===== config.mk =====
export PLATFORM = sky130hd
export DESIGN_NAME = int_rx_alu_ctrl
export DESIGN_NICKNAME = d
export VERILOG_FILES = /design/src/rtl/int_rx_pkg.sv /design/src/rtl/int_rx_alu_ctrl_hex_tx_serializer.sv /design/src/rtl/int_rx_alu_ctrl.sv
export SDC_FILE = /design/constraint.sdc
export NUM_CORES = 1
export LEC_CHECK = 0
export ABC_CLOCK_PERIOD_IN_PS = 4950
export CORE_ASPECT_RATIO = 1.4
export CORE_MARGIN = 5
export CORE_UTILIZATION = 59
export CTS_CLUSTER_DIAMETER = 200
export DETAILED_ROUTE_END_ITERATION = 16
export HOLD_SLACK_MARGIN = 0.08
export PLACE_DENSITY = 0.86
export SYNTH_ARGS = -nofsm -noshare
export SYNTH_HDL_FRONTEND = slang
export SYNTH_SLANG_ARGS = --single-unit

===== constraint.sdc =====
create_clock -name CLK -period 4.95 [get_ports CLK]
set_input_delay 0.7425 -clock CLK [delete_from_list [all_inputs] [get_ports CLK]]
set_output_delay 0.7425 -clock CLK [all_outputs]
set_load 0.02 [all_outputs]

===== src/rtl/int_rx_pkg.sv =====
// Shared types and constants for the ASCII expression front end that feeds the ALU.
package int_rx_pkg;

   typedef enum logic [2:0] {
      S_IDLE  = 3'd0,
      S_A     = 3'd1,
      S_OP    = 3'd2,
      S_B     = 3'd3,
      S_EXEC  = 3'd4,
      S_SEND  = 3'd5,
      S_ERROR = 3'd6
   } state_e;

   localparam logic [5:0] OP_ADD = 6'h20;
   localparam logic [5:0] OP_SRL = 6'h21;
   localparam logic [5:0] OP_SUB = 6'h22;
   localparam logic [5:0] OP_SRA = 6'h23;
   localparam logic [5:0] OP_AND = 6'h24;
   localparam logic [5:0] OP_OR  = 6'h25;
   localparam logic [5:0] OP_XOR = 6'h26;
   localparam logic [5:0] OP_NOR = 6'h27;

   localparam logic [7:0] CH_CR    = 8'h0D;
   localparam logic [7:0] CH_LF    = 8'h0A;
   localparam logic [7:0] CH_SPACE = 8'h20;
   localparam logic [7:0] CH_MINUS = 8'h2D;
   localparam logic [7:0] CH_PLUS  = 8'h2B;
   localparam logic [7:0] CH_GT    = 8'h3E;
   localparam logic [7:0] CH_QUEST = 8'h3F;
   localparam logic [7:0] CH_AMP   = 8'h26;
   localparam logic [7:0] CH_CARET = 8'h5E;
   localparam logic [7:0] CH_X     = 8'h78;
   localparam logic [7:0] CH_TILDE = 8'h7E;

   localparam logic [1:0] ERR_NONE   = 2'd0;
   localparam logic [1:0] ERR_CHAR   = 2'd1;
   localparam logic [1:0] ERR_OVF    = 2'd2;
   localparam logic [1:0] ERR_DIGITS = 2'd3;

   function automatic logic is_digit(input logic [7:0] c);
      return (c >= 8'h30) && (c <= 8'h39);
   endfunction

   // Returns {valid, opcode}; '-' is only an operator once operand A has digits.
   function automatic logic [6:0] op_decode(input logic [7:0] c);
      case (c)
         CH_PLUS:  return {1'b1, OP_ADD};
         CH_GT:    return {1'b1, OP_SRL};
         CH_MINUS: return {1'b1, OP_SUB};
         CH_QUEST: return {1'b1, OP_SRA};
         CH_AMP:   return {1'b1, OP_AND};
         CH_CARET: return {1'b1, OP_OR};
         CH_X:     return {1'b1, OP_XOR};
         CH_TILDE: return {1'b1, OP_NOR};
         default:  return 7'd0;
      endcase
   endfunction

   function automatic logic [7:0] hex_char(input logic [3:0] n);
      return (n < 4'd10) ? (8'h30 + {4'h0, n}) : (8'h37 + {4'h0, n});
   endfunction

endpackage


===== src/rtl/int_rx_alu_ctrl_hex_tx_serializer.sv =====
// Streams a result as uppercase hex (MSB nibble first) followed by CR LF into the TX FIFO.
module hex_tx_serializer
   import int_rx_pkg::*;
#(
   parameter int NBIT = 8
) (
   input  logic            CLK,
   input  logic            RESET,
   input  logic [NBIT-1:0] res,
   input  logic            start,
   input  logic            TX_FULL,
   output logic            WR_TX,
   output logic [7:0]      TX_DATA,
   output logic            done
);

   localparam int NHEX = NBIT / 4;
   localparam int NCHR = NHEX + 2;
   localparam int IW   = $clog2(NCHR);

   logic [IW-1:0] idx;
   logic          active;
   logic [3:0]    nib;
   logic [7:0]    ch;

   always_comb begin
      nib = 4'h0;
      for (int k = 0; k < NHEX; k++) begin
         if (idx == IW'(k)) nib = res[4*(NHEX-1-k) +: 4];
      end
      if (idx == IW'(NCHR - 2))      ch = CH_CR;
      else if (idx == IW'(NCHR - 1)) ch = CH_LF;
      else                           ch = hex_char(nib);
   end

   // The index only moves on an accepted write, so TX_DATA holds while TX_FULL stalls.
   assign WR_TX   = active & ~TX_FULL;
   assign TX_DATA = active ? ch : 8'h00;
   assign done    = WR_TX && (idx == IW'(NCHR - 1));

   always_ff @(posedge CLK or posedge RESET) begin
      if (RESET) begin
         idx    <= '0;
         active <= 1'b0;
      end else if (start) begin
         idx    <= '0;
         active <= 1'b1;
      end else if (WR_TX) begin
         if (done) begin
            idx    <= '0;
            active <= 1'b0;
         end else begin
            idx <= idx + IW'(1);
         end
      end
   end

endmodule


===== src/rtl/int_rx_alu_ctrl.sv =====
// Parses "[-]A op [-]B<CR>" from the RX FIFO, runs it through the ALU and returns the hex result.
// Handshakes: RD_RX pops the FWFT RX head in the same cycle it is high (never while RX_EMPTY);
// WR_TX pushes TX_DATA in the cycle it is high (never while TX_FULL).
module int_rx_alu_ctrl
   import int_rx_pkg::*;
#(
   parameter int NBIT       = 8,
   parameter int MAX_DIGITS = 3,
   parameter int OPW        = 6
) (
   input  logic            CLK,
   input  logic            RESET,
   input  logic            RX_EMPTY,
   input  logic [7:0]      RX_DATA,
   output logic            RD_RX,
   input  logic            TX_FULL,
   output logic [7:0]      TX_DATA,
   output logic            WR_TX,
   output logic [NBIT-1:0] ALU_A,
   output logic [NBIT-1:0] ALU_B,
   output logic [OPW-1:0]  ALU_OP,
   input  logic [NBIT-1:0] ALU_RESULT,
   output logic            BUSY,
   output logic            DONE,
   output logic            ERR,
   output logic [1:0]      ERR_CODE,
   output state_e          DBG_STATE
);

   localparam int AW  = NBIT + 4;
   localparam int NDW = $clog2(MAX_DIGITS + 1);

   state_e          state, state_n;
   logic [AW-1:0]   acc, acc_n;
   logic [NDW-1:0]  ndig, ndig_n;
   logic            neg_a, neg_a_n;
   logic            neg_b, neg_b_n;
   logic [NBIT-1:0] alu_a, alu_a_n;
   logic [NBIT-1:0] alu_b, alu_b_n;
   logic [OPW-1:0]  alu_op, alu_op_n;
   logic [NBIT-1:0] res, res_n;
   logic [1:0]      err_code, err_code_n;
   logic            done_r, done_n;
   logic            rd;
   logic            ser_start;
   logic            ser_done;

   logic            is_dig;
   logic [3:0]      dval;
   logic [6:0]      op_dec;
   logic [AW-1:0]   acc_x10d;
   logic            too_many;
   logic            ovf;
   logic [NBIT-1:0] mag;
   logic [NBIT-1:0] mag_neg;

   assign is_dig   = is_digit(RX_DATA);
   assign dval     = RX_DATA[3:0];
   assign op_dec   = op_decode(RX_DATA);
   // acc never exceeds 2^NBIT-1, so acc*10+9 always fits in NBIT+4 bits.
   assign acc_x10d = (acc << 3) + (acc << 1) + AW'(dval);
   assign too_many = (ndig == NDW'(MAX_DIGITS));
   assign ovf      = (acc_x10d[AW-1:NBIT] != '0);
   assign mag      = acc[NBIT-1:0];
   assign mag_neg  = (~mag) + NBIT'(1);

   always_ff @(posedge CLK or posedge RESET) begin
      if (RESET) begin
         state    <= S_IDLE;
         acc      <= '0;
         ndig     <= '0;
         neg_a    <= 1'b0;
         neg_b    <= 1'b0;
         alu_a    <= '0;
         alu_b    <= '0;
         alu_op   <= OPW'(OP_ADD);
         res      <= '0;
         err_code <= ERR_NONE;
         done_r   <= 1'b0;
      end else begin
         state    <= state_n;
         acc      <= acc_n;
         ndig     <= ndig_n;
         neg_a    <= neg_a_n;
         neg_b    <= neg_b_n;
         alu_a    <= alu_a_n;
         alu_b    <= alu_b_n;
         alu_op   <= alu_op_n;
         res      <= res_n;
         err_code <= err_code_n;
         done_r   <= done_n;
      end
   end

   always_comb begin
      state_n    = state;
      acc_n      = acc;
      ndig_n     = ndig;
      neg_a_n    = neg_a;
      neg_b_n    = neg_b;
      alu_a_n    = alu_a;
      alu_b_n    = alu_b;
      alu_op_n   = alu_op;
      res_n      = res;
      err_code_n = err_code;
      done_n     = 1'b0;
      ser_start  = 1'b0;
      rd         = 1'b0;

      case (state)
         S_IDLE: begin
            if (!RX_EMPTY) begin
               rd = 1'b1;
               if (is_dig) begin
                  acc_n   = AW'(dval);
                  ndig_n  = NDW'(1);
                  state_n = S_A;
               end else if (RX_DATA == CH_MINUS) begin
                  neg_a_n = 1'b1;
               end else if (RX_DATA != CH_SPACE && RX_DATA != CH_CR) begin
                  err_code_n = ERR_CHAR;
                  state_n    = S_ERROR;
               end
            end
         end

         S_A, S_B: begin
            if (!RX_EMPTY) begin
               rd = 1'b1;
               if (is_dig) begin
                  // Digit-count limit takes precedence over the magnitude check.
                  if (too_many) begin
                     err_code_n = ERR_DIGITS;
                     state_n    = S_ERROR;
                  end else if (ovf) begin
                     err_code_n = ERR_OVF;
                     state_n    = S_ERROR;
                  end else begin
                     acc_n  = acc_x10d;
                     ndig_n = ndig + NDW'(1);
                  end
               end else if (state == S_A && op_dec[6] && ndig != '0) begin
                  alu_a_n  = neg_a ? mag_neg : mag;
                  alu_op_n = OPW'(op_dec[5:0]);
                  acc_n    = '0;
                  ndig_n   = '0;
                  state_n  = S_OP;
               end else if (state == S_B && RX_DATA == CH_CR && ndig != '0) begin
                  alu_b_n = neg_b ? mag_neg : mag;
                  state_n = S_EXEC;
               end else if (RX_DATA != CH_SPACE) begin
                  err_code_n = ERR_CHAR;
                  state_n    = S_ERROR;
               end
            end
         end

         S_OP: begin
            if (!RX_EMPTY) begin
               rd = 1'b1;
               if (is_dig) begin
                  acc_n   = AW'(dval);
                  ndig_n  = NDW'(1);
                  state_n = S_B;
               end else if (RX_DATA == CH_MINUS && ndig == '0) begin
                  neg_b_n = 1'b1;
               end else if (RX_DATA != CH_SPACE) begin
                  err_code_n = ERR_CHAR;
                  state_n    = S_ERROR;
               end
            end
         end

         S_EXEC: begin
            res_n     = ALU_RESULT;
            ser_start = 1'b1;
            state_n   = S_SEND;
         end

         S_SEND: begin
            if (ser_done) begin
               done_n     = 1'b1;
               err_code_n = ERR_NONE;
               neg_a_n    = 1'b0;
               neg_b_n    = 1'b0;
               acc_n      = '0;
               ndig_n     = '0;
               state_n    = S_IDLE;
            end
         end

         S_ERROR: begin
            if (!RX_EMPTY) begin
               rd = 1'b1;
               if (RX_DATA == CH_CR) begin
                  acc_n   = '0;
                  ndig_n  = '0;
                  neg_a_n = 1'b0;
                  neg_b_n = 1'b0;
                  state_n = S_IDLE;
               end
            end
         end

         default: state_n = S_IDLE;
      endcase
   end

   hex_tx_serializer #(
      .NBIT (NBIT)
   ) u_ser (
      .CLK     (CLK),
      .RESET   (RESET),
      .res     (res),
      .start   (ser_start),
      .TX_FULL (TX_FULL),
      .WR_TX   (WR_TX),
      .TX_DATA (TX_DATA),
      .done    (ser_done)
   );

   assign RD_RX     = rd;
   assign ALU_A     = alu_a;
   assign ALU_B     = alu_b;
   assign ALU_OP    = alu_op;
   assign BUSY      = (state != S_IDLE);
   assign DONE      = done_r;
   assign ERR       = (state == S_ERROR);
   assign ERR_CODE  = err_code;
   assign DBG_STATE = state;

endmodule


=== Word level (Yosys, flattened, before mapping) ===
Cells that the tools add are included.

* Add/sub/neg operators: 7
* Order comparisons: 3
* Eq/ne operators: 45
* Multiplexer cells: 85
* Bitwise operators: 6
* Reduce and logical (&&, ||, !) cells: 31

{| class="wikitable"
|+ Operator list
! cell !! number
|-
| 11-bit 2-to-1 mux || 10
|-
| 7-bit one-hot mux with 8 select lines || 1
|-
| 2-bit 2-to-1 mux || 27
|-
| 3-bit 2-to-1 mux || 17
|-
| 8-bit 2-to-1 mux || 6
|-
| 11-bit one-hot mux with 4 select lines || 1
|-
| 8-bit by 6-bit equality test with 1-bit output, second input constant || 5
|-
| 2-bit inequality test, second input constant || 13
|-
| 8-bit by 7-bit equality test with 1-bit output, second input constant || 3
|-
| 3-bit inequality test, second input constant || 8
|-
| 10-bit AND reduction || 2
|-
| 3-bit one-hot mux with 6 select lines || 1
|-
| 1-bit 2-to-1 mux || 16
|-
| 2-bit one-hot mux with 4 select lines || 2
|-
| 6-bit by 4-bit adder with 7-bit output, first input constant || 2
|-
| 7-bit AND reduction || 2
|-
| 13-bit AND reduction || 1
|-
| 12-bit adder || 1
|-
| 12-bit by 4-bit adder with 12-bit output || 1
|-
| 4-bit nonzero test || 3
|-
| 3-bit equality test, second input constant || 3
|-
| 3-bit nonzero test || 3
|-
| 8-bit by 1-bit adder with 8-bit output, second input constant || 1
|-
| 8-bit by 4-bit equality test with 1-bit output, second input constant || 1
|-
| other kinds (26) || 47
|}

* Register bits after elaboration: 54
* Output and inout bits: 40

=== Depth between registers and ports, before layout ===
* Depth in word-level cells: 8
* Mapped depth: 13
* Gate-level depth less buffers: 11

=== By module ===
Synthesis repeated with hierarchy kept, for this count alone.

* Cell total of the unflattened synthesis: 423
* Area, all modules: 3,773.6 um^2

{| class="wikitable"
|+ Modules (own cells, without submodules)
! module !! times used !! cells an instance !! area an instance (um^2) !! sequential area each (um^2)
|-
| int_rx_alu_ctrl || 1 || 369 || 3,329.4 || 1,227.4
|-
| hex_tx_serializer || 1 || 54 || 444.2 || 75.1
|}

=== Worst setup path before layout ===
OpenSTA, ideal clock, no wires.

* Path kind: input to register
* Start: in RX_DATA[3]
* End: reg err_code[1] (netlist: ERR_CODE[1])
* Data arrival time: 3.357 ns
* Required time: 4.823 ns
* Setup slack: 1.466 ns
* Stages on the path: 11
* Path buffers: 0
* Cells stage by stage: inv_1 fa_1 inv_1 ha_1 a21oi_1 o211ai_1 mux2i_1 and3_1 or4_1 and2_1 mux2_1

* Cells in the longest elaborated chain, start to end: 7
* Elaborated cells on any way between the ends: 41
* Classes of those cells: add/sub (1); order compare (2); eq/ne (19); mux (10); reduce/logical (9)

{| class="wikitable"
|+ RTL lines
! what !! RTL line !! text
|-
| start, declared || int_rx_alu_ctrl.sv:14 || <nowiki>input logic [7:0] RX_DATA,</nowiki>
|-
| parallel branches: the longest is 7 deep, another holds 12-bit by 4-bit adder with 12-bit output || n/a ||
|-
| end signal, assigned || int_rx_alu_ctrl.sv:90 || <nowiki>err_code <= err_code_n;</nowiki>
|-
| end, declared || int_rx_alu_ctrl.sv:42 || <nowiki>logic [1:0] err_code, err_code_n;</nowiki>
|}

Parallel ways; which one is timed is not known. The select of a mux whose other input is x is not followed.
A chain may end at the register's enable or synchronous reset.

=== Worst setup path after layout ===
* Start: in RX_DATA[3]
* End: reg acc[3]

* Cells in the longest elaborated chain, start to end: 6
* Elaborated cells on any way between the ends: 30
* Classes of those cells: add/sub (1); order compare (2); eq/ne (14); mux (8); reduce/logical (5)

{| class="wikitable"
|+ RTL lines
! what !! RTL line !! text
|-
| 12-bit by 4-bit adder with 12-bit output, or another cell as far along || int_rx_alu_ctrl.sv:61 || <nowiki>assign acc_x10d = (acc << 3) + (acc << 1) + AW'(dval);</nowiki>
|-
| 11-bit 2-to-1 mux / 7-bit one-hot mux with 8 select lines (equally long branches) || int_rx_alu_ctrl.sv:135, int_rx_pkg.sv:46 ||
|-
| 11-bit 2-to-1 mux / 1-bit logical AND (equally long branches) || int_rx_alu_ctrl.sv:132, int_rx_alu_ctrl.sv:142 ||
|-
| 11-bit 2-to-1 mux / 1-bit logical AND (equally long branches) || int_rx_alu_ctrl.sv:130, int_rx_alu_ctrl.sv:142 ||
|-
| 11-bit 2-to-1 mux / 3-bit inequality test (equally long branches) || n/a ||
|-
| 11-bit one-hot mux with 4 select lines / 10-bit AND reduction (equally long branches) || n/a ||
|-
| end signal, assigned || int_rx_alu_ctrl.sv:82 || <nowiki>acc <= acc_n;</nowiki>
|-
| end, declared || int_rx_alu_ctrl.sv:34 || <nowiki>logic [AW-1:0] acc, acc_n;</nowiki>
|}

Parallel ways exist; a longest one is shown, timed or not. The select of a mux whose other input is x is not followed.

==> flow_results.xml <==
<?xml version="1.0" encoding="UTF-8"?>
<metrics>
  <group name="setup_path">
    <metric name="crit-reg2reg-launch" unit="">acc[2]</metric>
    <metric name="timing.critical_path.to" unit="">acc[3]</metric>
    <metric name="worst-r2r-cell-count" unit="">11</metric>
    <metric name="critical_path_arrival" unit="ns">4.53</metric>
    <metric name="ff_to_ff_setup_slack" unit="ns">1.18</metric>
    <metric name="max_stage_delay" unit="ns">0.83</metric>
    <metric name="cpMaxStageDelayCell" unit="">or4_1</metric>
    <metric name="start_kind" unit="">input pin</metric>
    <metric name="timing.setup.critical_path_class" unit="">in -&gt; reg</metric>
    <metric name="crit_path_launch" unit="">RX_DATA[3]</metric>
    <metric name="worst_setup_path_end_kind" unit="">flip-flop</metric>
    <metric name="worst-endpoint-required" unit="ns">5.17</metric>
    <metric name="crit-reg2reg-capture" unit="">acc[3]</metric>
    <metric name="cp_cell_sequence" unit="">clkdlybuf4s50_1 &gt; inv_1 &gt; fa_1 &gt; inv_1 &gt; ha_1 &gt; a21oi_1 &gt; o2111ai_1 &gt; a22oi_1 &gt; o2111ai_1 &gt; or4_1 &gt; and3_1 &gt; nor3_1</metric>
    <metric name="critical_path_peak_fanout" unit="">19</metric>
  </group>
  <group name="timing">
    <metric name="post-route-min-period" unit="ns">4.31</metric>
    <metric name="setup_viol_count_final" unit="">0</metric>
    <metric name="relSlewSlack" unit="">0.313</metric>
    <metric name="achievable-frequency" unit="MHz">232</metric>
    <metric name="finClkSkew" unit="ns">0.00468</metric>
    <metric name="ratio_of_final_minimum_period_to_clock_period" unit="">0.871</metric>
    <metric name="timing.setup.tns" unit="ns">0</metric>
    <metric name="slew_viol_final" unit="">0</metric>
    <metric name="grt_setup_unrepaired" unit="">no</metric>
    <metric name="count_of_endpoints_failing_hold_in_the_final_timing_report" unit="">0</metric>
    <metric name="worstMarginPinSlew" unit="ns">1.03</metric>
  </group>
  <group name="pwr">
    <metric name="leak_pwr" unit="nW">2.02</metric>
    <metric name="largest_vdd_supply_drop" unit="mV">0.272</metric>
    <metric name="powerDensity" unit="nW/um^2">521</metric>
  </group>
  <group name="clocking">
    <metric name="numCtsBuffers" unit="">5</metric>
    <metric name="cts_root_buffer" unit="">clkbuf_8</metric>
    <metric name="ctsHoldBuffers" unit="">0</metric>
    <metric name="cts_clock_pin_slew_for_the_worst_setup_and_hold_paths" unit="ns">0.09</metric>
    <metric name="post_cts.repair.setup_buffers" unit="">0</metric>
    <metric name="ctsHtreeMaxLevel" unit="">2</metric>
    <metric name="tritoncts_num_sinks" unit="">52</metric>
    <metric name="cts_tree" unit="">yes</metric>
    <metric name="insertion_delay_to_the_later_sink_of_the_worst_skew_pair" unit="ns">0.31</metric>
    <metric name="max-clock-path-buffers" unit="">2</metric>
    <metric name="cts-resized-gates" unit="">0</metric>
  </group>
  <group name="detailed_routing">
    <metric name="final_antenna_net_count" unit="">0</metric>
    <metric name="routed_wirelength" unit="mm">9.33</metric>
    <metric name="vias_post_dr" unit="">3637</metric>
    <metric name="detailedRoute.firstIterationViolations" unit="">254</metric>
    <metric name="detail_route.wl_per_cell" unit="um">15.7</metric>
    <metric name="route.detailed.drc" unit="">0</metric>
    <metric name="vias_per_cell" unit="">6.13</metric>
    <metric name="firstDrtPassIters" unit="">5</metric>
  </group>
  <group name="logic_synthesis">
    <metric name="synth_enable_flop_cells" unit="">0</metric>
    <metric name="netlist-cell-type-count" unit="">75</metric>
    <metric name="ys_top_cells_by_area" unit="">dfrtp_1 33%, nand2_1 8.9%, ha_1 8.3%</metric>
    <metric name="postSynthCellCount" unit="">476</metric>
    <metric name="synth_compound_gate_area_share" unit="">0.187</metric>
    <metric name="synthFlopType" unit="">dfrtp_1</metric>
    <metric name="synth_xor_xnor_area_share" unit="">0.0485</metric>
    <metric name="yosysTopAreaCellShare" unit="">0.328</metric>
    <metric name="synth.mux.area_fraction" unit="">0.0250</metric>
    <metric name="synthesis.area_per_instance" unit="um^2">8.19</metric>
    <metric name="post_synthesis_sequential_area_ratio" unit="">0.334</metric>
    <metric name="synthDominantAreaCellType" unit="">dfrtp_1</metric>
    <metric name="synth.ff_latch_count" unit="">52</metric>
    <metric name="synth-warning-count" unit="">0</metric>
    <metric name="synthSimpleGateAreaFrac" unit="">0.264</metric>
    <metric name="synthAdderAreaFrac" unit="">0.0938</metric>
    <metric name="ys_async_sr_fraction" unit="">1.00</metric>
    <metric name="synth.cell_area" unit="um^2">3900</metric>
    <metric name="largest_family_of_logic_cells_by_synthesized_area" unit="">simple AND/OR/NAND/NOR gates</metric>
  </group>
  <group name="layout">
    <metric name="area.growth.synth_to_final" unit="%">17.3</metric>
    <metric name="final_nets" unit="">566</metric>
    <metric name="layoutNonFillerInstCount" unit="">593</metric>
    <metric name="antenna_cells_inserted" unit="">0</metric>
    <metric name="finish.instance_area" unit="um^2">4570</metric>
    <metric name="drive_gt1_frac" unit="">0.0424</metric>
    <metric name="multi_input_comb_area" unit="um^2">2420</metric>
    <metric name="fill_cells" unit="">530</metric>
    <metric name="sequential_cell_area" unit="um^2">1300</metric>
  </group>
  <group name="placement">
    <metric name="placement.io_buffers" unit="">56</metric>
    <metric name="cell_area_after_placement" unit="um^2">4450</metric>
    <metric name="dp.final_hpwl" unit="mm">7.16</metric>
    <metric name="placedCellCount" unit="">585</metric>
    <metric name="place.gp.congestion" unit="">0.916</metric>
  </group>
  <group name="global_routing">
    <metric name="antenna_violations_before_repair" unit="">0</metric>
    <metric name="gr-total-overflow" unit="">0</metric>
    <metric name="grt_first_pass_wirelength" unit="mm">16.1</metric>
    <metric name="grt_max_degree" unit="">53</metric>
    <metric name="gr-usage-all-layers" unit="">0.235</metric>
    <metric name="number_of_global_route_vias_before_repair" unit="">3437</metric>
  </group>
  <group name="hold_path">
    <metric name="hold_depth" unit="">2</metric>
    <metric name="holdCritStartpoint" unit="">ALU_B[7]</metric>
    <metric name="hold_class" unit="">reg -&gt; reg</metric>
  </group>
  <group name="floorplanning">
    <metric name="die_w" unit="um">78.7</metric>
    <metric name="dieHeight" unit="um">106</metric>
    <metric name="die-area" unit="um^2">8350</metric>
    <metric name="fp-row-count" unit="">35</metric>
    <metric name="fp.coreArea" unit="um^2">6530</metric>
    <metric name="num_io_pins" unit="">60</metric>
    <metric name="initial_utilization" unit="">0.597</metric>
  </group>
  <group name="run_status">
    <metric name="status" unit="">finished clean</metric>
  </group>
  <group name="flow_run">
    <metric name="max_cap_violations" unit="">0</metric>
  </group>
</metrics>
[cell type report]
| class | instances | share of cell area |
|---|---|---|
| multi-input cells | 383 | 0.529 |
| well taps | 74 | 0.0203 |
| inverters | 20 | 0.0164 |
| repair buffers | 56 | 0.123 |
| clock buffers | 6 | 0.0181 |
| flip-flops and latches | 52 | 0.285 |
| clock inverters | 2 | 0.00849 |
[per-layer routing]
metal,routed length [um],global-route usage,up-vias
met4,150,0.0650,0
met1,3830,0.294,1710
met3,555,0.0229,13
met5,0,0,-
met2,4800,0.423,148
li1,-,-,1766
[logic make-up after synthesis]
| kind of cell | after synthesis |
|---|---|
| AO/OA/AOI/OAI | 111 |
| XOR/XNOR | 20 |
| adder cells (fa/ha/maj) | 28 |
| buffers and inverters | 43 |
| flip-flops | 52 |
| multiplexers | 9 |
| other | 1 |
| AND/OR/NAND/NOR | 212 |
[critical path: cells and delay by family]
kind	cells	cell delay, ns
adders and majority gates	2	0.88
buffers and inverters	3	0.75
and+or+nand+nor	3	1.36
AOI/OAI and AO/OA	4	0.79
[worst min-delay path by stage]
| stage | to | slack (ns) |
|---|---|---|
| detailed placement | res[0] | 0.47 |
| CTS | res[0] | 0.49 |
| finish | ALU_B[7] | 0.48 |
| global placement | res[7] | 0.46 |
| floorplan | res[1] | 0.45 |
| global route | res[0] | 0.50 |
[sequential cells by signal, summed over array words and instances (netlist names)]
signal        flops
ALU_A             8
ALU_B             8
ALU_OP            4
DBG_STATE         3
DONE              1
ERR_CODE          2
acc              11
ndig              2
neg_a             1
neg_b             1
res               8
u_ser.active      1
u_ser.idx         2
[where the power goes]
part | switching [mW] | internal [mW] | leakage, nW | total [mW]
clock | 0.142 | 0.165 | 0.0614 | 0.308
sequential | 0.155 | 0.524 | 0.675 | 0.679
combinational | 0.789 | 0.607 | 1.29 | 1.40
total | 1.09 | 1.30 | 2.02 | 2.38
[placed cells by master (no fill, tap or decap), drive strengths merged, types with 3 or more instances in the layout]
cell type	n
nand2	92
clkdlybuf4s50	56
dfrtp	51
nor2	38
o21ai	37
ha	26
a21oi	24
inv	19
nand3	12
xor2	12
nor3	11
nor2b	10
nand2b	8
and3	8
xnor2	7
mux2i	6
a31oi	6
clkbuf	6
o211ai	5
o221ai	5
and2	5
or3	4
nand4	4
nor4b	3
o2111ai	3
a31o	3
conb	3
o31ai	3
a2111oi	3
mux2	3
[cells in the mapped netlist (all sizes together), types with 4 or more instances]
cell	number
a21oi	24
a31oi	6
and2	5
and3	8
buf	7
clkbuf	16
dfrtp	51
ha	26
inv	19
mux2i	6
nand2	92
nand2b	8
nand3	12
nand4	4
nor2	38
nor2b	10
nor3	11
o211ai	5
o21ai	37
o221ai	5
or3	4
xnor2	7
xor2	12
[metrics by stage]
stage	util	power [mW]	hold WS, ns	setup slack (ns)
after CTS	0.700	2.38	0.489	0.669
after floorplan	-	1.66	0.446	1.47
after global placement	0.682	2.01	0.457	0.506
after global routing	0.700	2.58	0.504	0.429
final	0.700	2.38	0.483	0.640
after detailed placement	0.682	2.06	0.466	0.363
Note: power is estimated with default switching activity, not from simulation.
